`config.mk`:
```
export PLATFORM = sky130hd
export DESIGN_NAME = uart_tx_cfg
export DESIGN_NICKNAME = d
export VERILOG_FILES = /design/src/rtl/uart_tx_cfg.sv
export SDC_FILE = /design/constraint.sdc
export NUM_CORES = 1
export LEC_CHECK = 0
export CORE_ASPECT_RATIO = 1.4
export CORE_MARGIN = 2
export CORE_UTILIZATION = 49
export DETAILED_ROUTE_END_ITERATION = 7
export HOLD_SLACK_MARGIN = 0.06
export PLACE_DENSITY = 0.8
export SLEW_MARGIN = 5
export SYNTH_ARGS = -nofsm -noshare
export SYNTH_HDL_FRONTEND = slang
export SYNTH_SLANG_ARGS = --single-unit
```
`constraint.sdc`:
```
create_clock -name clk -period 2.35 [get_ports clk]
set_clock_uncertainty 0.1 [all_clocks]
set_input_delay 0.705 -clock clk [delete_from_list [all_inputs] [get_ports clk]]
set_output_delay 0.705 -clock clk [all_outputs]
set_load 0.005 [all_outputs]
```
`src/rtl/uart_tx_cfg.sv`:
```
// Configurable UART transmitter: 5-8 data bits, none/even/odd parity, 1 or 2 stop bits.
// Define UART_TX_CFG_FIFO_EN for a FIFO_DEPTH-entry input FIFO; otherwise one holding register.
module uart_tx_cfg #(
    parameter int unsigned NB_DATA_MAX = 8,
    parameter int unsigned S_TICK      = 16,
    parameter int unsigned FIFO_DEPTH  = 4
) (
    input  logic                   clk,
    input  logic                   reset,
    input  logic                   s_tick,
    input  logic                   in_valid,
    output logic                   in_ready,
    input  logic [NB_DATA_MAX-1:0] in_data,
    input  logic [1:0]             cfg_nbits,
    input  logic [1:0]             cfg_parity,
    input  logic                   cfg_stop2,
    output logic                   tx_serial,
    output logic                   tx_busy,
    output logic                   tx_done_tick
);

    localparam int unsigned TW = $clog2(2 * S_TICK);
    localparam logic [TW-1:0] TickLast  = TW'(S_TICK - 1);
    localparam logic [TW-1:0] TickLast2 = TW'(2 * S_TICK - 1);

    if (NB_DATA_MAX < 5 || NB_DATA_MAX > 8 || FIFO_DEPTH < 2 ||
        (FIFO_DEPTH & (FIFO_DEPTH - 1)) != 0) begin : g_param_check
        $error("uart_tx_cfg: illegal NB_DATA_MAX or FIFO_DEPTH");
    end

    typedef enum logic [2:0] {StIdle, StStart, StData, StParity, StStop} state_e;

    logic                   buf_empty;
    logic                   buf_full;
    logic                   buf_push;
    logic                   buf_pop;
    logic [NB_DATA_MAX-1:0] buf_head;

    assign in_ready = !buf_full;
    assign buf_push = in_valid && !buf_full;

`ifdef UART_TX_CFG_FIFO_EN
    localparam int unsigned AW = $clog2(FIFO_DEPTH);

    logic [NB_DATA_MAX-1:0] mem_q [FIFO_DEPTH];
    logic [NB_DATA_MAX-1:0] mem_d [FIFO_DEPTH];
    logic [AW:0]            wr_ptr_q, wr_ptr_d;
    logic [AW:0]            rd_ptr_q, rd_ptr_d;

    // Pointers carry one extra wrap bit to tell full from empty.
    assign buf_empty = (wr_ptr_q == rd_ptr_q);
    assign buf_full  = (wr_ptr_q[AW] != rd_ptr_q[AW]) &&
                       (wr_ptr_q[AW-1:0] == rd_ptr_q[AW-1:0]);
    assign buf_head  = mem_q[rd_ptr_q[AW-1:0]];

    always_comb begin
        mem_d    = mem_q;
        wr_ptr_d = wr_ptr_q + (AW+1)'(buf_push);
        rd_ptr_d = rd_ptr_q + (AW+1)'(buf_pop);
        if (buf_push) begin
            mem_d[wr_ptr_q[AW-1:0]] = in_data;
        end
    end

    always_ff @(posedge clk) begin
        if (reset) begin
            wr_ptr_q <= '0;
            rd_ptr_q <= '0;
        end else begin
            wr_ptr_q <= wr_ptr_d;
            rd_ptr_q <= rd_ptr_d;
        end
    end

    always_ff @(posedge clk) begin
        mem_q <= mem_d;
    end
`else
    logic                   hold_valid_q, hold_valid_d;
    logic [NB_DATA_MAX-1:0] hold_q, hold_d;

    assign buf_empty = !hold_valid_q;
    assign buf_full  = hold_valid_q;
    assign buf_head  = hold_q;

    always_comb begin
        hold_valid_d = hold_valid_q;
        hold_d       = hold_q;
        if (buf_pop) begin
            hold_valid_d = 1'b0;
        end
        if (buf_push) begin
            hold_valid_d = 1'b1;
            hold_d       = in_data;
        end
    end

    always_ff @(posedge clk) begin
        if (reset) begin
            hold_valid_q <= 1'b0;
            hold_q       <= '0;
        end else begin
            hold_valid_q <= hold_valid_d;
            hold_q       <= hold_d;
        end
    end
`endif

    state_e          state_q, state_d;
    logic [TW-1:0]   tick_q, tick_d;
    logic [2:0]      bit_q, bit_d;
    logic [7:0]      data_q, data_d;
    logic [1:0]      nbits_q, nbits_d;
    logic [1:0]      par_q, par_d;
    logic            stop2_q, stop2_d;
    logic            acc_q, acc_d;
    logic            tx_q, tx_d;
    logic            done_q, done_d;

    logic            tick_hit;
    logic            stop_hit;
    logic            par_en;
    logic            par_bit;
    logic [2:0]      bit_last;

    assign tick_hit = s_tick && (tick_q == TickLast);
    assign stop_hit = s_tick && (tick_q == (stop2_q ? TickLast2 : TickLast));
    assign par_en   = (par_q == 2'b01) || (par_q == 2'b10);
    assign bit_last = {1'b0, nbits_q} + 3'd4;
    // Even parity repeats the running XOR; odd parity inverts it.
    assign par_bit  = (par_q == 2'b01) ? (acc_q ^ data_q[0]) : ~(acc_q ^ data_q[0]);

    always_comb begin
        state_d = state_q;
        tick_d  = tick_q;
        bit_d   = bit_q;
        data_d  = data_q;
        nbits_d = nbits_q;
        par_d   = par_q;
        stop2_d = stop2_q;
        acc_d   = acc_q;
        tx_d    = tx_q;
        done_d  = 1'b0;
        buf_pop = 1'b0;

        if (state_q != StIdle && s_tick) begin
            tick_d = tick_q + TW'(1);
        end

        unique case (state_q)
            StIdle: begin
                tx_d   = 1'b1;
                tick_d = '0;
                if (!buf_empty) begin
                    buf_pop = 1'b1;
                    state_d = StStart;
                    tx_d    = 1'b0;
                end
            end
            StStart: begin
                if (tick_hit) begin
                    state_d = StData;
                    tick_d  = '0;
                    bit_d   = '0;
                    acc_d   = 1'b0;
                    tx_d    = data_q[0];
                end
            end
            StData: begin
                if (tick_hit) begin
                    tick_d = '0;
                    acc_d  = acc_q ^ data_q[0];
                    if (bit_q == bit_last) begin
                        if (par_en) begin
                            state_d = StParity;
                            tx_d    = par_bit;
                        end else begin
                            state_d = StStop;
                            tx_d    = 1'b1;
                        end
                    end else begin
                        bit_d  = bit_q + 3'd1;
                        data_d = data_q >> 1;
                        tx_d   = data_q[1];
                    end
                end
            end
            StParity: begin
                if (tick_hit) begin
                    state_d = StStop;
                    tick_d  = '0;
                    tx_d    = 1'b1;
                end
            end
            StStop: begin
                if (stop_hit) begin
                    done_d = 1'b1;
                    tick_d = '0;
                    if (!buf_empty) begin
                        buf_pop = 1'b1;
                        state_d = StStart;
                        tx_d    = 1'b0;
                    end else begin
                        state_d = StIdle;
                        tx_d    = 1'b1;
                    end
                end
            end
            default: begin
                state_d = StIdle;
                tx_d    = 1'b1;
            end
        endcase

        // Frame configuration is captured only when a byte leaves the buffer.
        if (buf_pop) begin
            data_d  = 8'(buf_head);
            nbits_d = cfg_nbits;
            par_d   = cfg_parity;
            stop2_d = cfg_stop2;
        end
    end

    always_ff @(posedge clk) begin
        if (reset) begin
            state_q <= StIdle;
            tick_q  <= '0;
            bit_q   <= '0;
            data_q  <= '0;
            nbits_q <= '0;
            par_q   <= '0;
            stop2_q <= 1'b0;
            acc_q   <= 1'b0;
            tx_q    <= 1'b1;
            done_q  <= 1'b0;
        end else begin
            state_q <= state_d;
            tick_q  <= tick_d;
            bit_q   <= bit_d;
            data_q  <= data_d;
            nbits_q <= nbits_d;
            par_q   <= par_d;
            stop2_q <= stop2_d;
            acc_q   <= acc_d;
            tx_q    <= tx_d;
            done_q  <= done_d;
        end
    end

    assign tx_serial    = tx_q;
    assign tx_busy      = (state_q != StIdle);
    assign tx_done_tick = done_q;

endmodule

```
* Yosys cells after proc, flatten, opt, wreduce, memory -nomap -nowiden
Index checks and enable logic that the tools add are counted. W data, S select, Z words.
Cells by class: add/subtract/negate cells 3, equality and inequality tests 17, multiplexer cells 40, bitwise logic cells 3, reduce and logical (&&, ||, !) cells 19
Operators with widths (count):
- $mux W8 | 4
- $mux W3 | 10
- $mux W5 | 4
- $mux W1 | 16
- $ne A2 B2 Y1 const B | 8
- $pmux W3 S5 | 1
- $pmux W5 S3 | 1
- $reduce_and A4 Y1 | 2
- $reduce_bool A2 Y1 | 4
- $eq A3 B2 Y1 const B | 2
- $pmux W3 S2 | 1
- $reduce_and A3 Y1 | 2
- $reduce_and A6 Y1 | 1
- $add A5 B1 Y5 const B | 1
- $eq A5 B4 Y1 const B | 1
- $eq A5 B5 Y1 | 1
- $pmux W1 S5 | 1
- $logic_and A1 B1 Y1 | 4
- $pmux W1 S2 | 2
- $add A2 B3 Y3 const B | 1
- $add A3 B1 Y3 const B | 1
- $eq A3 B1 Y1 const B | 1
- $eq A3 B3 Y1 | 1
- $eq A3 B3 Y1 const B | 1
- other kinds (10) | 11
Storage, ports and cells: register bits after elaboration 36, bits of input ports 17, output and inout bits 4, word-level logic and storage cells 94

* Depth between registers and ports, before layout
depth in word-level cells 7, depth in mapped cells 9, gate-level depth less buffers 7

* Worst setup path after synthesis
No wires, ideal clock.
path type reg-to-reg, from register tick_q[0], to register bit_q[2], arrival 1991 ps, data required time 2155 ps, path slack 163 ps, cell stages (with the launch flop) 10, path buffers 2, clock period less this slack 2187 ps, cell sequence dfxtp_1 ha_1 and3_1 clkbuf_1 ha_1 and3b_1 buf_2 o21ai_1 or4_1 a221oi_1
Between the ends: longest elaborated chain between the ends 4, elaborated cells between the ends (all ways) 5, those cells by class 3 x eq/ne; 2 x reduce/logical
Ends and longest elaborated chain:
- start, declared | RTL line 110 | logic [TW-1:0] tick_q, tick_d;
- start signal, assigned | RTL line 238 | tick_q <= tick_d;
- $eq A5 B4 Y1 * | RTL line 126 | assign tick_hit = s_tick && (tick_q == TickLast);
- $logic_and A1 B1 Y1 * | RTL line 126
- $ne A2 B2 Y1 (no source line)
- $reduce_and A4 Y1 (no source line) *
- end signal, assigned | RTL line 239 | bit_q <= bit_d;
- end, declared | RTL line 111 | logic [2:0] bit_q, bit_d;
Mark *: on every way between the ends. The rest lies on a longest branch, timed or not. A chain may end at the register's enable or synchronous reset.

* Worst setup path in the final report
from register state_q[1], to output port tx_busy
Between the ends: longest elaborated chain between the ends 1
Ends and longest elaborated chain:
- start, declared | RTL line 109 | state_e state_q, state_d;
- start signal, assigned | RTL line 226 | state_q <= StIdle;
- start signal, assigned | RTL line 237 | state_q <= state_d;
- $reduce_bool A3 Y1 | RTL line 251 | assign tx_busy = (state_q != StIdle);
- end, declared | RTL line 18 | output logic tx_busy,
Every way passes these cells.

==> results.cfg <==
[timing]
final.min_clock_period_ns = 2.258
finalSetupViolations = 0
slew_headroom_pct = 67.41
whs_ns = 0.3848
setup_tns_ns = 0
worst_pin_slew_ns = 0.4867
rsz0062_at_grt = false
final-hold-violation-count = 0
finalCritPeriodShare_pct = 96.07
final_max_slew_viol_count = 0
fmax_mhz = 443.0

[job]
cap_violations = 0

[global_routing]
grt_overflow_total = 0
grt_max_degree = 15
grt_usage_pct = 22.15
grt_pass1_vias = 1500
grt_pass1_wl_mm = 6.575
antenna_found_initial = 0

[synth]
synthCells = 201
synth_cell_type_count = 49
synth_area_um2 = 1793
synth_async_sr_flop_share_pct = 0
synth_area_leaders = dfxtp_1, mux2i_1, a21oi_1
synth_seq_cells = 36
synth_sequential_area_ratio_pct = 40.20
ys.flop_type = dfxtp_1
yosys_warnings = 0
synth.top_cell.area_share_pct = 40.20
synth_fp_nets = 222
synth_edf_count = 0
synth_area_leader_cell = dfxtp_1
syn_avg_cell_area_um2 = 8.920

[clock_network]
clock_latency_ns = 0.30
htree_levels = 2
clock_sink_count = 36
clockBufferDepth = 2
clk_root_buffer_cell = clkbuf_8
cts_tree = built
cts_made_buffers = 5
cts_setup_buffers = 0
path_clk_slew_ns = 0.07

[worst_hold_path]
hp-start = par_q[0]$_SDFFE_PP0N_
hold_class = register to register
min_to = par_q[0]$_SDFFE_PP0N_
hold_depth = 2

[floorplanning]
io_pins = 21
die_w_um = 55.13
design.core.area_um2 = 3578
start_util_pct = 50.10
die_y_um = 75.57
fp.dieArea_um2 = 4166
fp-row-count = 26

[layout]
finalNonFillerCells = 273
multi_input_area_um2 = 989.7
drive_gt1_share_pct = 13.42
utilization_pct = 61.40
num-fill-cells = 333
nets = 251
antennaDiodeCount = 0
seqCellArea_um2 = 721.9
area_growth_syn_to_layout_pct = 22.54

[route]
drt-total-wl_mm = 3.916
dr.pass1.iters = 4
via_per_inst = 5.707
vias = 1558
drtIter0Drc = 40
postRouteAntennaNets = 0
post-route-drc-count = 0
post_drt_wl_per_cell_um = 14.34

[power]
cellLeakagePower_nw = 0.8068
power_density_nw_per_um2 = 612.0
power.total_w = 0.001345
ir_drop_mv = 0.4957

[worst_setup_path]
reg2reg_from = tick_q[0]$_SDFF_PP0_
timing.rr.end = data_q[0]$_SDFFE_PP0P_
crit_arrival_ns = 1.45
cp-start-kind = register
cp-end-kind = output port
crit_required_ns = 1.54
reg2regPathDepth = 8
r2r_setup_slack_ns = 0.20
crit_fanout = 9
critPathKind = register to output port

[place]
port_buffers = 20
dpl.cell_count = 265
place_hpwl_mm = 2.864
place_congestion = 0.8412

[status]
status = completed
-- report_power, final --
part	leakage, nW	internal, W	switching (W)
registers	0.294	0.000646	0.0000283
clock network	0.0445	0.000238	0.000226
logic	0.468	0.000108	0.0000993
-- flip-flops by register name, summed over array words and instances (netlist names) --
name / cells
stop2_q: 1
tx_done_tick: 1
acc_q: 1
tick_q: 5
tx_serial: 1
bit_q: 3
buf_head: 8
buf_full: 1
data_q: 8
par_q: 2
nbits_q: 2
state_q: 3
-- critical path, stage by stage (launching register included) --
cell and delay (ns):
dfxtp_1 0.50, nor2_1 0.10, nand2_1 0.08, clkdlybuf4s50_1 0.49
-- stage by stage --
stage / setup WS [ns] / area, µm²
5_1_grt: 0.01096 / 2197
2_1_floorplan: 0.1633 / 1793
3_3_place_gp: -0.005704 / 2100
6_report: 0.09246 / 2197
3_5_place_dp: -0.05504 / 2100
4_1_cts: 0.05269 / 2193
-- cell usage in the layout, fill, tap and decap left out, types with 2 or more instances in the layout --
cell	n
dfxtp_1	35
a21oi_1	20
clkdlybuf4s50_1	20
nor2_1	18
mux2i_1	16
buf_4	15
o31ai_1	10
nand2_1	9
o21ai_0	9
nand3_1	7
inv_1	6
clkbuf_8	6
xnor2_1	5
a211oi_1	5
nor3_1	3
xor2_1	3
nor2b_1	3
ha_1	3
nor3b_1	2
or2_2	2
nor4_1	2
-- worst max-delay path by stage --
stage / startpoint / endpoint / slack [ns] / cells past startpoint
after floorplan: tick_q[0]$_SDFF_PP0_ / bit_q[2]$_SDFFE_PP0P_ / 0.16 / 9
after CTS: state_q[0]$_SDFFE_PP0P_ / tx_busy / 0.05 / 3
after global routing: tick_q[0]$_SDFF_PP0_ / bit_q[2]$_SDFFE_PP0P_ / 0.01 / 7
after detailed placement: s_tick / bit_q[2]$_SDFFE_PP0P_ / -0.06 / 5
after global placement: s_tick / bit_q[2]$_SDFFE_PP0P_ / -0.006 / 5
final: state_q[1]$_SDFFE_PP0P_ / tx_busy / 0.09 / 3
-- cells in the mapped netlist, types with 2 or more instances --
master and count:
a21oi_1 20, dfxtp_1 36, xnor2_1 5, nor2_1 18, nor2b_1 3, nor3_1 3, xor2_1 3, o31ai_1 10
inv_1 6, mux2i_1 16, nor3b_1 2, nand3_1 7, clkbuf_1 9, o21ai_0 9, buf_4 2, buf_2 2
nor4_1 2, ha_1 4, a211oi_1 5, or2_2 2, nand2_1 9
-- routing by layer --
layer	vias up	wire (µm)	global-route usage, %
met3	9	140	6.471
met2	31	1989	35.19
met5	-	0	0
li1	791	-	-
met4	0	80	13.01
met1	727	1706	25.99
-- cell families (layout without fill, tap and decap cells) --
kind of cell,Yosys count,count (layout),synth area share [%]
and+or+nand+nor,56,56,16.47
DFF,36,36,40.20
buffers and inverters,20,50,4.745
muxes,16,16,8.932
xor gates and xnor gates,8,8,3.908
AOI/OAI and AO/OA,61,61,22.96
adders and majority gates,4,4,2.791
-- layout make-up --
cell class	instances	area share, %
Clock buffer	7	3.929
Clock inverter	1	0.3417
Inverter	7	1.196
Multi-Input combinational cell	145	45.05
Sequential cell	36	32.86
Tap cell	42	2.392
Timing Repair Buffer	35	14.24
-- repair_timing --
| item | CTS | global route |
|---|---|---|
| gates resized for setup | 0 | 2 |
| endpoints found under the setup margin | 0 | 2 |
| hold buffers | 0 | 0 |
Power figures use the tool's default switching activity.
